## src/rtl/perf_pkg.sv

```systemverilog
// Shared types and constants for the UUT performance monitor.
// Record layout helper keeps byte ordering in one place.
package perf_pkg;

  typedef enum logic [1:0] {
    ST_IDLE,
    ST_RUN,
    ST_SEND
  } state_e;

  localparam int REC_LEN      = 12;
  localparam logic [7:0] REC_MAGIC = 8'hA5;
  localparam int STAT_TIMEOUT = 0;

  localparam int N_BLOCK_SIZE_DEF    = 32;
  localparam int SCLK_SPEED_SIZE_DEF = 4;
  localparam int CMD18_SIZE_DEF      = 1;
  localparam logic [31:0] TIMEOUT_DEF = 32'hFFFF_FFFE;

  typedef logic [REC_LEN-1:0][7:0] rec_t;

  // Multi-byte fields go out most significant byte first.
  function automatic rec_t build_rec(
    input logic [7:0]  status,
    input logic [31:0] nblk,
    input logic [7:0]  spd,
    input logic [7:0]  cmd,
    input logic [31:0] cyc
  );
    rec_t r;
    r[0]  = REC_MAGIC;
    r[1]  = status;
    r[2]  = nblk[31:24];
    r[3]  = nblk[23:16];
    r[4]  = nblk[15:8];
    r[5]  = nblk[7:0];
    r[6]  = spd;
    r[7]  = cmd;
    r[8]  = cyc[31:24];
    r[9]  = cyc[23:16];
    r[10] = cyc[15:8];
    r[11] = cyc[7:0];
    return r;
  endfunction

endpackage

```

## src/rtl/perf_record_serializer.sv

```systemverilog
// Holds one 12-byte result record and streams it out
// over a valid/ack handshake with registered outputs.
module perf_record_serializer
  import perf_pkg::*;
(
  input  logic       clk,
  input  logic       rst,
  input  logic       load_i,
  input  rec_t       rec_i,
  input  logic       rec_ack_i,
  output logic       rec_valid_o,
  output logic [7:0] rec_byte_o,
  output logic       rec_last_o,
  output logic       done_o
);

  rec_t       rec_q;
  logic [3:0] idx_q;
  logic [3:0] idx_nxt;
  logic       valid_q;
  logic [7:0] byte_q;
  logic       last_q;

  assign idx_nxt     = idx_q + 4'd1;
  assign rec_valid_o = valid_q;
  assign rec_byte_o  = byte_q;
  assign rec_last_o  = last_q;
  assign done_o      = valid_q & rec_ack_i & last_q;

  always_ff @(posedge clk or negedge rst) begin
    if (!rst) begin
      rec_q   <= '0;
      idx_q   <= '0;
      valid_q <= 1'b0;
      byte_q  <= '0;
      last_q  <= 1'b0;
    end else if (load_i) begin
      rec_q   <= rec_i;
      idx_q   <= '0;
      valid_q <= 1'b1;
      byte_q  <= rec_i[0];
      last_q  <= 1'b0;
    end else if (valid_q && rec_ack_i) begin
      if (last_q) begin
        idx_q   <= '0;
        valid_q <= 1'b0;
        byte_q  <= '0;
        last_q  <= 1'b0;
      end else begin
        idx_q  <= idx_nxt;
        byte_q <= rec_q[idx_nxt];
        last_q <= (idx_nxt == 4'(REC_LEN - 1));
      end
    end
  end

endmodule

```

## src/rtl/uut_perf_monitor.sv

```systemverilog
// Measures UUT run length between start and finish and
// emits a fixed-format result record per run.
module uut_perf_monitor
  import perf_pkg::*;
#(
  parameter int N_BLOCK_SIZE    = N_BLOCK_SIZE_DEF,
  parameter int SCLK_SPEED_SIZE = SCLK_SPEED_SIZE_DEF,
  parameter int CMD18_SIZE      = CMD18_SIZE_DEF,
  parameter logic [31:0] TIMEOUT_CYCLES = TIMEOUT_DEF
) (
  input  logic                       clk,
  input  logic                       rst,
  input  logic                       uut_start,
  input  logic                       uut_finish,
  input  logic [N_BLOCK_SIZE-1:0]    uut_n_blocks,
  input  logic [SCLK_SPEED_SIZE-1:0] uut_sclk_speed,
  input  logic [CMD18_SIZE-1:0]      uut_cmd18,
  output logic                       rec_valid,
  output logic [7:0]                 rec_byte,
  output logic                       rec_last,
  input  logic                       rec_ack,
  output logic                       busy,
  output logic [15:0]                run_count
);

  state_e                     state_q;
  logic [31:0]                cnt_q;
  logic [N_BLOCK_SIZE-1:0]    nblk_q;
  logic [SCLK_SPEED_SIZE-1:0] spd_q;
  logic [CMD18_SIZE-1:0]      cmd_q;
  logic [15:0]                run_count_q;

  logic        to_hit;
  logic        load;
  logic        done;
  logic [7:0]  status_d;
  logic [31:0] cycles_d;
  rec_t        rec_d;

  // Finish has priority over a timeout landing on the same cycle.
  always_comb begin
    to_hit   = (cnt_q == TIMEOUT_CYCLES);
    load     = (state_q == ST_RUN) && (uut_finish || to_hit);
    status_d = '0;
    status_d[STAT_TIMEOUT] = !uut_finish;
    cycles_d = uut_finish ? cnt_q : TIMEOUT_CYCLES;
    rec_d    = build_rec(status_d, 32'(nblk_q),
                         8'(spd_q), 8'(cmd_q), cycles_d);
  end

  always_ff @(posedge clk or negedge rst) begin
    if (!rst) begin
      state_q     <= ST_IDLE;
      cnt_q       <= '0;
      nblk_q      <= '0;
      spd_q       <= '0;
      cmd_q       <= '0;
      run_count_q <= '0;
    end else begin
      unique case (state_q)
        ST_IDLE: begin
          if (uut_start) begin
            nblk_q  <= uut_n_blocks;
            spd_q   <= uut_sclk_speed;
            cmd_q   <= uut_cmd18;
            cnt_q   <= 32'd1;
            state_q <= ST_RUN;
          end
        end
        ST_RUN: begin
          if (load) state_q <= ST_SEND;
          else      cnt_q   <= cnt_q + 32'd1;
        end
        ST_SEND: begin
          if (done) begin
            run_count_q <= run_count_q + 16'd1;
            cnt_q       <= '0;
            state_q     <= ST_IDLE;
          end
        end
        default: state_q <= ST_IDLE;
      endcase
    end
  end

  assign busy      = (state_q != ST_IDLE);
  assign run_count = run_count_q;

  perf_record_serializer u_ser (
    .clk        (clk),
    .rst        (rst),
    .load_i     (load),
    .rec_i      (rec_d),
    .rec_ack_i  (rec_ack),
    .rec_valid_o(rec_valid),
    .rec_byte_o (rec_byte),
    .rec_last_o (rec_last),
    .done_o     (done)
  );

endmodule

```

## config.mk

```make
export PLATFORM = sky130hd
export DESIGN_NAME = uut_perf_monitor
export DESIGN_NICKNAME = d
export VERILOG_FILES = /design/src/rtl/perf_pkg.sv /design/src/rtl/perf_record_serializer.sv /design/src/rtl/uut_perf_monitor.sv
export SDC_FILE = /design/constraint.sdc
export NUM_CORES = 1
export LEC_CHECK = 0
export CORE_AREA = 2 2 148 150
export CTS_CLUSTER_DIAMETER = 40
export CTS_CLUSTER_SIZE = 10
export DETAILED_ROUTE_END_ITERATION = 7
export DIE_AREA = 0 0 150 152
export GPL_ROUTABILITY_DRIVEN = 0
export PLACE_DENSITY = 0.67
export SYNTH_ARGS = -nofsm -noshare
export SYNTH_HDL_FRONTEND = slang
export SYNTH_HIERARCHICAL = 1
export SYNTH_SLANG_ARGS = --single-unit
export TNS_END_PERCENT = 50
```

## constraint.sdc

```tcl
create_clock -name clk -period 5.1 [get_ports clk]
set_input_delay 1.275 -clock clk [delete_from_list [all_inputs] [get_ports clk]]
set_output_delay 1.275 -clock clk [all_outputs]
set_load 0.02 [all_outputs]
```

Word level (Yosys, flattened, before mapping)
Cells that the tools add are included.
{"block": "word_totals", "out_inout_bits": 27, "word_cells": 73, "regBits": 172}
{"block": "classes", "addsub": 3, "n_eq_ne": 8, "n_bitwise": 2, "n_reduce_logical": 14, "mux": 23, "order_cmp": 1}
{"operator": "32-bit two-way mux", "count": 4}
{"operator": "32-bit one-hot mux with 3 select lines", "count": 1}
{"operator": "32-bit by 1-bit adder with 32-bit output (second input constant)", "count": 1}
{"operator": "8-bit binary-select mux with 4-bit select", "count": 1}
{"operator": "32-bit == test (second input constant)", "count": 1}
{"operator": "8-bit two-way mux", "count": 4}
{"operator": "16-bit by 1-bit adder with 16-bit output (second input constant)", "count": 1}
{"operator": "4-bit two-way mux", "count": 3}
{"operator": "2-bit != test (second input constant)", "count": 4}
{"operator": "1-bit two-way mux", "count": 6}
{"operator": "2-bit two-way mux", "count": 3}
{"operator": "2-bit one-hot mux with 3 select lines", "count": 1}
{"operator": "2-bit AND reduction", "count": 3}
{"operator": "2-bit nonzero test", "count": 3}
{"operator": "4-bit by 5-bit < comparator with 1-bit output (second input constant)", "count": 1}
{"operator": "4-bit by 1-bit adder with 4-bit output (second input constant)", "count": 1}
{"operator": "4-bit == test (second input constant)", "count": 1}
{"operator": "4-bit AND reduction", "count": 1}
{"operator": "3-bit AND reduction", "count": 1}
{"operator": "3-bit nonzero test", "count": 1}
{"operator": "1-bit AND", "count": 2}
{"operator": "2-bit by 1-bit == test with 1-bit output (second input constant)", "count": 1}
{"operator": "2-bit == test (second input constant)", "count": 1}
{"operator": "1-bit logical AND", "count": 2}
{"operator": "3 further kinds", "count": 3}

Depth between registers and ports, before layout
Gate-level depths: netlist of run 1.
{"block": "logic_depth", "word_depth": 6, "depth_mapped": 11}

Hierarchy
Netlist of run 1, hierarchy kept.
{"mod": "perf_record_serializer", "seq_area_each_um2": 2752.6, "n_inst": 1, "cells_each": 308, "area_each_um2": 4934.7}
{"mod": "uut_perf_monitor", "seq_area_each_um2": 2177.1, "n_inst": 1, "cells_each": 420, "area_each_um2": 4458.0}

Least setup slack after synthesis of run 1
OpenSTA, ideal clock, no wires.
{"block": "synth_path", "path_type": "in2reg", "from": "input port uut_finish", "to": "register u_ser/rec_q[30] in the netlist's numbering", "setup_time_ps": 125, "n_path_buf": 3, "arrival_ps": 2606, "path_stages": 6, "t_required_ps": 4975, "slack_ps": 2369, "cell_sequence": "a21oi_2 nor2_1 clkbuf_1 clkbuf_1 clkbuf_1 mux2_2"}
{"block": "synth_via", "elab_chain_cells": 2}
{"element": "from (decl)", "line": "uut_perf_monitor.sv:14", "text": "input logic uut_finish,"}
{"element": "1-bit logical OR", "line": "uut_perf_monitor.sv:43", "text": "load = (state_q == ST_RUN) && (uut_finish || to_hit);"}
{"element": "1-bit logical AND", "line": "uut_perf_monitor.sv:43"}
{"element": "via load", "line": "uut_perf_monitor.sv:34", "text": "logic load;"}
{"element": "to (signal assigned)", "line": "perf_record_serializer.sv:38", "text": "rec_q <= rec_i;"}
{"element": "to (decl)", "line": "perf_record_serializer.sv:17", "text": "rec_t rec_q;"}
The timed path passes the listed nets, and every way through them passes these cells.
A chain may end at the register's enable or synchronous reset.

Worst setup path in the final report of run 1
{"block": "layout_path", "from": "input port rec_ack", "to": "register cnt_q[16]"}
{"block": "layout_via", "elab_chain_cells": 4}
{"element": "from (decl)", "line": "uut_perf_monitor.sv:21", "text": "input logic rec_ack,"}
{"element": "1-bit AND (2 in series)", "line": "perf_record_serializer.sv:28", "text": "assign done_o = valid_q & rec_ack_i & last_q;"}
{"element": "via done", "line": "uut_perf_monitor.sv:35", "text": "logic done;"}
{"element": "2-bit != test (no line)"}
{"element": "4-bit AND reduction (no line)"}
{"element": "to (signal assigned)", "line": "uut_perf_monitor.sv:72", "text": "else cnt_q <= cnt_q + 32'd1;"}
{"element": "to (decl)", "line": "uut_perf_monitor.sv:27", "text": "logic [31:0] cnt_q;"}
The timed path passes the listed nets, and every way through them passes these cells.

==> impl_metrics.json, run 1 <==
{
  "status": "completed",
  "insertion_delay_ns": 0.44,
  "holdBufCountCts": 0,
  "hold_viol": 0,
  "cp_max_fo": 16,
  "cts_max_level": 4,
  "dp.final_hpwl_um": 13000,
  "synth-async-reset-ratio": 1.00,
  "antenna_cells": 0,
  "core_um2": 21400,
  "final_area_um2": 11100,
  "ir_worst_vdd_mv": 0.227,
  "comb_power_share": 0.363,
  "fin_cells": 1108,
  "antenna_found_initial": 0,
  "ios": 69,
  "worstPathRequired_ns": 5.37,
  "drive_gt1_frac": 0.248,
  "p_seq_frac": 0.411,
  "yosys.cell_types.count": 60,
  "power_density_nw_per_um2": 561,
  "end_kind": "flip-flop",
  "fin_ws_ns": 1.90,
  "setup_viol": 0,
  "syn_to_final_growth_pct": 17.8,
  "final_nets": 868,
  "vias": 6000,
  "slew_headroom": 0.318,
  "drv_cap": 0,
  "grt_max_degree": 116,
  "synth_seq_cells": 197,
  "drv_slew": 0,
  "tns_ns": 0,
  "switchingPower_w": 0.00203,
  "synth.avg_cell_area_um2": 12.9,
  "place_ws_ns": 1.44,
  "synth_area_leaders": "dfrtp_1, mux2_2, mux4_2",
  "synth_area_leader_cell": "dfrtp_1",
  "grt_pass1_vias": 6054,
  "synthesis.area_um2": 9390,
  "initial_core_util": 0.440,
  "cts-root-buf": "clkbuf_16",
  "grt_use_total": 0.179,
  "drt_iter0_drc": 380,
  "final_antenna_net_count": 0,
  "cts_buffers": 17,
  "ys_warn_count": 6,
  "cts_resized": 0,
  "drc": 0,
  "synth-main-ff-cell": "dfrtp_1",
  "synth_edf_count": 0,
  "post-route-min-period_ns": 3.20,
  "grt_pass1_wl_um": 32300,
  "first_pass_iters": 4,
  "place_area_um2": 10400,
  "critPathArrivalTime_ns": 3.47,
  "routed_wl_um": 19200,
  "ys_seq_area_frac": 0.525,
  "hold_class": "flip-flop to flip-flop",
  "finClkSkew_ns": 0.0113,
  "crit_type": "input pin to flip-flop",
  "fin_hold_ws_ns": 0.485,
  "clk_pin_slew_worst_paths_ns": 0.07,
  "chipWidth_um": 150,
  "max-clock-path-buffers": 2,
  "cts_tree": "built",
  "num_rows": 54,
  "clkSinkCount": 197,
  "place_inst": 1076,
  "rsz0062_at_grt": "false",
  "swShare": 0.327,
  "fmaxAchievable_mhz": 312,
  "timing.final.crit_share": 0.627,
  "synth_cells": 728,
  "die_h_um": 152,
  "via_per_inst": 5.42,
  "p_leak_nw": 4.82,
  "cp-start-kind": "input pin",
  "clkPwrFrac": 0.227,
  "dieArea_um2": 22800,
  "numPortBuffers": 68,
  "yosysTopAreaCellShare": 0.525,
  "post_cts_buffers": 0,
  "p_int_w": 0.00418,
  "worstMarginPinSlew_ns": 1.02,
  "wl_per_cell_um": 17.3,
  "grt_overflow_total": 0
}
## registers in the layout, summed over array words and instances, names as in the netlist, 2 cells and up
name              cells
state_q               2
spd_q                 4
u_ser/rec_q          96
cnt_q                32
nblk_q               32
run_count            16
u_ser/idx_q           4
u_ser/rec_byte_o      8
## logic make-up after synthesis
| family | after synthesis | synth area share |
|---|---|---|
| flip-flops | 197 | 0.525 |
| AND/OR/NAND/NOR | 190 | 0.113 |
| multiplexers | 168 | 0.233 |
| AO/OA/AOI/OAI | 88 | 0.0685 |
| buffers and inverters | 55 | 0.0274 |
| XOR/XNOR | 17 | 0.0179 |
| adder cells (fa/ha/maj) | 11 | 0.0147 |
| other | 2 | 0.000800 |
## cells in the mapped netlist (11+ instances only)
cell,instances
a31oi_1,16
and3_1,17
buf_2,15
clkbuf_1,20
dfrtp_1,197
ha_1,11
inv_1,13
mux2_2,136
mux4_2,14
nand2_1,37
nand2b_1,31
nand3_1,29
nand4_1,18
nor2_1,19
nor3_1,11
xnor2_1,13
## cells in the final DEF, fill, tap and decap left out, types with 8 or more instances in the layout
master	n
nand2b_1	31
mux4_1	10
clkdlybuf4s50_1	67
mux4_2	14
o211ai_1	9
nor2_1	18
nand2_1	37
a31oi_1	16
xnor2_1	13
ha_1	11
mux2i_1	8
clkbuf_16	17
mux2_2	136
inv_1	13
a22oi_1	8
dfrtp_1	197
nor3_1	11
conb_1	34
nand3_1	29
nand4_1	18
a211o_1	10
buf_4	8
o21ai_0	10
a21oi_1	8
and3_1	17
## worst max-delay path, stage by stage
cell and delay [ns]:
clkdlybuf4s50_1 0.51, and3_1 0.26, nor2b_1 0.10, or3_1 0.40
o21ba_1 0.72, a31oi_1 0.20
## metal layers
layer  share of wire  track usage
met4           0.011       0.0508
met3           0.035       0.0297
met1            0.47        0.259
met5               0            0
met2            0.49        0.280
## path summary, 6_finish.rpt
check	start	to	slack [ns]	depth (start not counted)
worst max register to register	u_ser/idx_q[0]	u_ser/rec_byte_o[4]	1.97	6
worst min-delay path	run_count[15]	run_count[15]	0.48	1
worst max-delay path	rec_ack	cnt_q[16]	1.90	6
min in group asynchronous	rst	cnt_q[11]	0.95	1
max in group asynchronous	rst	u_ser/rec_q[16]	3.12	2
worst min register to register	run_count[15]	run_count[15]	0.48	1
## final cells by class
class                           instances  area (µm²)
Multi-Input combinational cell        508        4330
Clock inverter                         13         186
Inverter                               14        53.8
Tap cell                              280         350
Sequential cell                       197        4930
Fill cell                            1872       10300
Clock buffer                           19         443
Timing Repair Buffer                   77         764
## power groups by stage
stage | clock network (W) | registers [W] | logic (W)
floorplan | 0 | 0.00246 | 0.00175
global placement | 0 | 0.00255 | 0.00223
detailed placement | 0 | 0.00258 | 0.00227
CTS | 0.00144 | 0.00255 | 0.00227
global route | 0.00150 | 0.00264 | 0.00245
finish | 0.00141 | 0.00255 | 0.00225
## through the flow
step | total power (W) | utilization
after floorplan | 0.00421 | -
after global placement | 0.00478 | 0.489
after detailed placement | 0.00485 | 0.489
after CTS | 0.00626 | 0.518
after global routing | 0.00660 | 0.518
final | 0.00620 | 0.518
No activity file was read; power rests on OpenSTA's default activity.
==> run 2, diff against run 1 <==
- PLACE_DENSITY: 0.67 -> 0.7
- clock period: 5.1 -> 2.8 ns (I/O delays scaled with it)
==> run 2 against run 1 <==
  * Hold slack lost 0.17 ns
  * First-iteration DRC count grew 15%
  * Register-to-register slack lost 1.7 ns
  * Global-route usage grew 0.28 points
  * Combinational power grew 92%
  * Via count grew 3.2%
  * Count of clock-buffer cells in the layout shrank 2
  * Largest power group unchanged
  * Non-clock buffer count grew 25
  * Largest cell class unchanged
  * Utilization grew 0.98 points
  * Sequential power grew 80%
==> impl_metrics.json, run 2 (same netlist as run 1, synthesis figures left out) <==
{
  "cts-root-buf": "clkbuf_16",
  "clkPwrFrac": 0.209,
  "slowest_delay_ns": 0.60,
  "drive_gt1_frac": 0.270,
  "p_int_w": 0.00754,
  "slew_headroom": 0.328,
  "clkSinkCount": 197,
  "numPortBuffers": 68,
  "num_rows": 54,
  "met1_usage": 0.260,
  "cts_tree": "built",
  "final_nets": 893,
  "timing.final.crit_share": 0.917,
  "final_common_cell": "dfrtp_1",
  "status": "completed",
  "cpMostUsedCell": "inv_1",
  "initial_core_util": 0.440,
  "cts_buffers": 17,
  "setup_viol": 0,
  "wl_per_cell_um": 17.4,
  "routed_wl_um": 19700,
  "grt_pass1_vias": 6143,
  "finalPower_w": 0.0113,
  "swShare": 0.330,
  "dieArea_um2": 22800,
  "comb_power_share": 0.383,
  "grt_max_degree": 82,
  "top_usage_layer": "met2",
  "antenna_cells": 0,
  "top_register": "u_ser/rec_q",
  "crit_type": "flip-flop to primary output",
  "drv_slew": 0,
  "finClkSkew_ns": 0.0112,
  "final_antenna_net_count": 0,
  "post-route-min-period_ns": 2.57,
  "p_leak_nw": 4.94,
  "ios": 69,
  "place_ws_ns": 0.0498,
  "final.fill_count": 1848,
  "die_h_um": 152,
  "cp-start-kind": "flip-flop",
  "core_um2": 21400,
  "ir_worst_vdd_mv": 0.509,
  "drc": 0,
  "multi_input_area_um2": 4330,
  "chipWidth_um": 150,
  "grt_overflow_total": 0,
  "antenna_found_initial": 0,
  "final_cell_mix": "dfrtp_1, mux2_2, clkdlybuf4s50_1",
  "drt_iter0_drc": 438,
  "vias": 6189,
  "switchingPower_w": 0.00372,
  "worstMarginPinSlew_ns": 1.01,
  "top_regs": "u_ser/rec_q: 96 flops, cnt_q: 32 flops, nblk_q: 32 flops",
  "fin_hold_ws_ns": 0.316,
  "cts_resized": 0,
  "post_cts_buffers": 0,
  "critPathArrivalTime_ns": 1.87,
  "utilization": 0.528,
  "drv_cap": 0,
  "first_pass_iters": 5,
  "fin_ws_ns": 0.232,
  "hold_viol": 0,
  "crit_chain": "inv_1, ha_1, inv_1, clkdlybuf4s50_1",
  "dp.final_hpwl_um": 13400,
  "p_seq_frac": 0.408,
  "hold_class": "input pin to async pin",
  "holdBufCountCts": 0,
  "max-clock-path-buffers": 2,
  "largest_reg_flops": 96,
  "fmaxAchievable_mhz": 389,
  "power_density_nw_per_um2": 999,
  "cts_max_level": 4,
  "via_per_inst": 5.47,
  "tns_ns": 0,
  "worstPathRequired_ns": 2.10,
  "syn_to_final_growth_pct": 20.0,
  "grtUsageMet3": 0.0330,
  "rsz0062_at_grt": "false",
  "insertion_delay_ns": 0.44,
  "slowest_stage": "clkdlybuf4s50_1",
  "seq_area_um2": 4930,
  "cp_max_fo": 5,
  "met2_usage": 0.282,
  "grt_use_total": 0.182,
  "clk_pin_slew_worst_paths_ns": 0.07,
  "grt_pass1_wl_um": 32800,
  "end_kind": "primary output"
}
run 2: cell count changes in the layout (fill, tap and decap cells not counted), sizes merged:
cell      before  now
bufinv         2    0
clkbuf        20   18
clkinvlp       0    2
buf            9   34
clkinv         5    6
run 2: stage by stage:
step,cell area [µm²],instances
global route,11300,1132
global placement,10700,1101
floorplan,9510,760
finish,11300,1132
detailed placement,10700,1101
CTS,11300,1132
run 2: path summary, 6_finish.rpt:
kind / depth (start not counted) / start / slack, ns / to
max: 4 / state_q[0] / 0.23 / busy
min: 1 / rst / 0.32 / cnt_q[30]
max reg2reg: 8 / cnt_q[10] / 0.31 / u_ser/rec_last_o
min reg2reg: 1 / run_count[15] / 0.47 / run_count[15]
max in group asynchronous: 2 / rst / 1.82 / u_ser/rec_q[59]
min in group clk: 1 / run_count[15] / 0.47 / run_count[15]
run 2: power by group through the flow:
stage | clock [W] | sequential, W | combinational, W
after floorplan | 0 | 0.00448 | 0.00319
after global placement | 0 | 0.00460 | 0.00425
after detailed placement | 0 | 0.00465 | 0.00434
after CTS | 0.00241 | 0.00460 | 0.00435
after global routing | 0.00253 | 0.00473 | 0.00467
final | 0.00235 | 0.00460 | 0.00431
run 2: final cells by class:
class,count,share of cell area
inverters,14,0.00477
well taps,280,0.0311
clock buffers,17,0.0377
flip-flops and latches,197,0.437
multi-input cells,508,0.384
repair buffers,102,0.0923
clock inverters,14,0.0123
run 2: worst max-delay path: cells and delay by family, from the launching register on:
kind	cells	cell delay, ns
buffers and inverters	3	0.78
flip-flops	1	0.43
adder cells (fa/ha/maj)	1	0.23
run 2: metal layers:
layer,up-vias,share of wire
li1,2886,-
met1,3144,0.47
met2,131,0.47
met3,28,0.035
met4,0,0.019
met5,-,0
==> run 3, diff against run 2 <==
- CORE_AREA: 2 2 148 150 -> 2 2 165 135
- CTS_CLUSTER_DIAMETER: 40 -> 30
- DIE_AREA: 0 0 150 152 -> 0 0 167 137
- TNS_END_PERCENT: 50 -> 1
==> run 3 against run 2 <==
  * Routed wire length up 3.2%
  * Sequential cell count unchanged
  * Utilization increased by 0.88 points
  * Fmax increased by 0.43%
  * Register-to-register slack worse by 0.05 ns
  * Die area is 0.35% higher
  * Hold slack worse by 0.086 ns
  * Final cell count grew 0.35%
  * Largest power group unchanged
  * Highest routed layer unchanged
==> impl_metrics.json, run 3 (same netlist as run 1, synthesis figures left out) <==
{
  "place_area_um2": 10800,
  "end_kind": "primary output",
  "antenna_cells": 0,
  "vias": 6291,
  "cp-start-kind": "flip-flop",
  "slowest_delay_ns": 0.60,
  "chipWidth_um": 167,
  "p_seq_frac": 0.398,
  "crit_type": "flip-flop to primary output",
  "fin_cells": 1136,
  "drv_slew": 0,
  "routed_wl_um": 20300,
  "clkSinkCount": 197,
  "slowest_stage": "clkdlybuf4s50_1",
  "worstPathRequired_ns": 2.10,
  "largest_reg_flops": 96,
  "grt_pass1_wl_um": 33000,
  "numPortBuffers": 68,
  "crit_chain": "inv_1, ha_1, inv_1, clkdlybuf4s50_1",
  "post_cts_buffers": 0,
  "p_leak_nw": 5.01,
  "fmaxAchievable_mhz": 391,
  "p_int_w": 0.00772,
  "comb_power_share": 0.384,
  "die_h_um": 137,
  "grt_pass1_vias": 6104,
  "finClkSkew_ns": 0.0182,
  "cts_tree": "built",
  "dieArea_um2": 22900,
  "cpMostUsedCell": "inv_1",
  "path_buf_inv": 3,
  "via_per_inst": 5.54,
  "insertion_delay_ns": 0.45,
  "antenna_found_initial": 0,
  "num_rows": 48,
  "power_density_nw_per_um2": 1020,
  "grt_use_total": 0.185,
  "max-clock-path-buffers": 2,
  "final_area_um2": 11400,
  "final_cell_mix": "dfrtp_1, mux2_2, clkdlybuf4s50_1",
  "final_common_cell": "dfrtp_1",
  "top_register": "u_ser/rec_q",
  "drt_iter0_drc": 596,
  "syn_to_final_growth_pct": 21.1,
  "grt_max_degree": 68,
  "hold_viol": 0,
  "timing.final.crit_share": 0.913,
  "ir_worst_vdd_mv": 0.523,
  "critPathArrivalTime_ns": 1.86,
  "top_regs": "u_ser/rec_q: 96 flops, cnt_q: 32 flops, nblk_q: 32 flops",
  "clkPwrFrac": 0.217,
  "swShare": 0.333,
  "setup_viol": 0,
  "cp_num_cells": 4,
  "drive_gt1_frac": 0.276,
  "cp_top_family": "buffers and inverters",
  "tns_ns": 0,
  "hold_class": "input pin to async pin",
  "final_antenna_net_count": 0,
  "core_um2": 21200,
  "worstMarginPinSlew_ns": 0.852,
  "wl_per_cell_um": 17.8,
  "worstRegToRegCells": 9,
  "cp_max_fo": 5,
  "cts_max_level": 4,
  "ios": 69,
  "clk_pin_slew_worst_paths_ns": 0.08,
  "cts_buffers": 17,
  "final_nets": 901,
  "post-route-min-period_ns": 2.56,
  "switchingPower_w": 0.00385,
  "status": "completed",
  "rsz0062_at_grt": "false",
  "dp.final_hpwl_um": 13900,
  "slew_headroom": 0.427,
  "grt_overflow_total": 0,
  "first_pass_iters": 5,
  "drc": 0,
  "cts-root-buf": "clkbuf_16",
  "holdBufCountCts": 0,
  "drv_cap": 0,
  "cts_resized": 0,
  "initial_core_util": 0.443,
  "place_inst": 1104
}
-- run 3: power groups by stage --
stage                     clock, W  combinational (W)  sequential, W
after floorplan                  0            0.00319        0.00448
after global placement           0            0.00432        0.00461
after detailed placement         0            0.00442        0.00466
after CTS                  0.00257            0.00446        0.00461
after global routing       0.00269            0.00479        0.00474
final                      0.00251            0.00445        0.00461
-- run 3: final cells by class --
cell class              instances  area (µm²)
multi-input cells             508        4330
fillers                      1801        9820
flip-flops and latches        197        4930
repair buffers                110        1110
clock inverters                14         176
inverters                      14        53.8
well taps                     275         344
clock buffers                  18         429
-- run 3: stage by stage --
step,total power (W),hold WS (ns),setup WS [ns],utilization
final,0.0116,0.230,0.243,0.537
after global routing,0.0122,0.258,0.0404,0.537
after CTS,0.0116,0.243,0.221,0.537
after detailed placement,0.00908,0.468,0.0701,0.508
after global placement,0.00893,0.459,0.123,0.508
after floorplan,0.00767,0.404,0.173,-
-- run 3: worst paths after layout --
path	to	slack [ns]	from
worst max-delay path	busy	0.24	state_q[0]
worst min-delay path	nblk_q[8]	0.23	rst
worst max register to register	u_ser/rec_q[17]	0.26	cnt_q[0]
worst min register to register	run_count[15]	0.47	run_count[15]
max in group asynchronous	cnt_q[30]	1.84	rst
min in group clk	run_count[15]	0.47	run_count[15]
-- run 3: metal layers --
metal,wire (µm),up-vias,track usage
met5,0,-,0
met4,368,0,0.0642
li1,-,2912,-
met3,845,33,0.0390
met2,8920,152,0.267
met1,10100,3194,0.277
-- run 3: worst reg2reg max path: stages, from the launching register on --
cell and delay [ns]:
dfrtp_1 0.38, inv_1 0.14, ha_1 0.19, nand4_1 0.11, nor4_2 0.41, a21oi_2 0.15, nor2_4 0.15, buf_12 0.26
buf_12 0.27, mux2_2 0.38
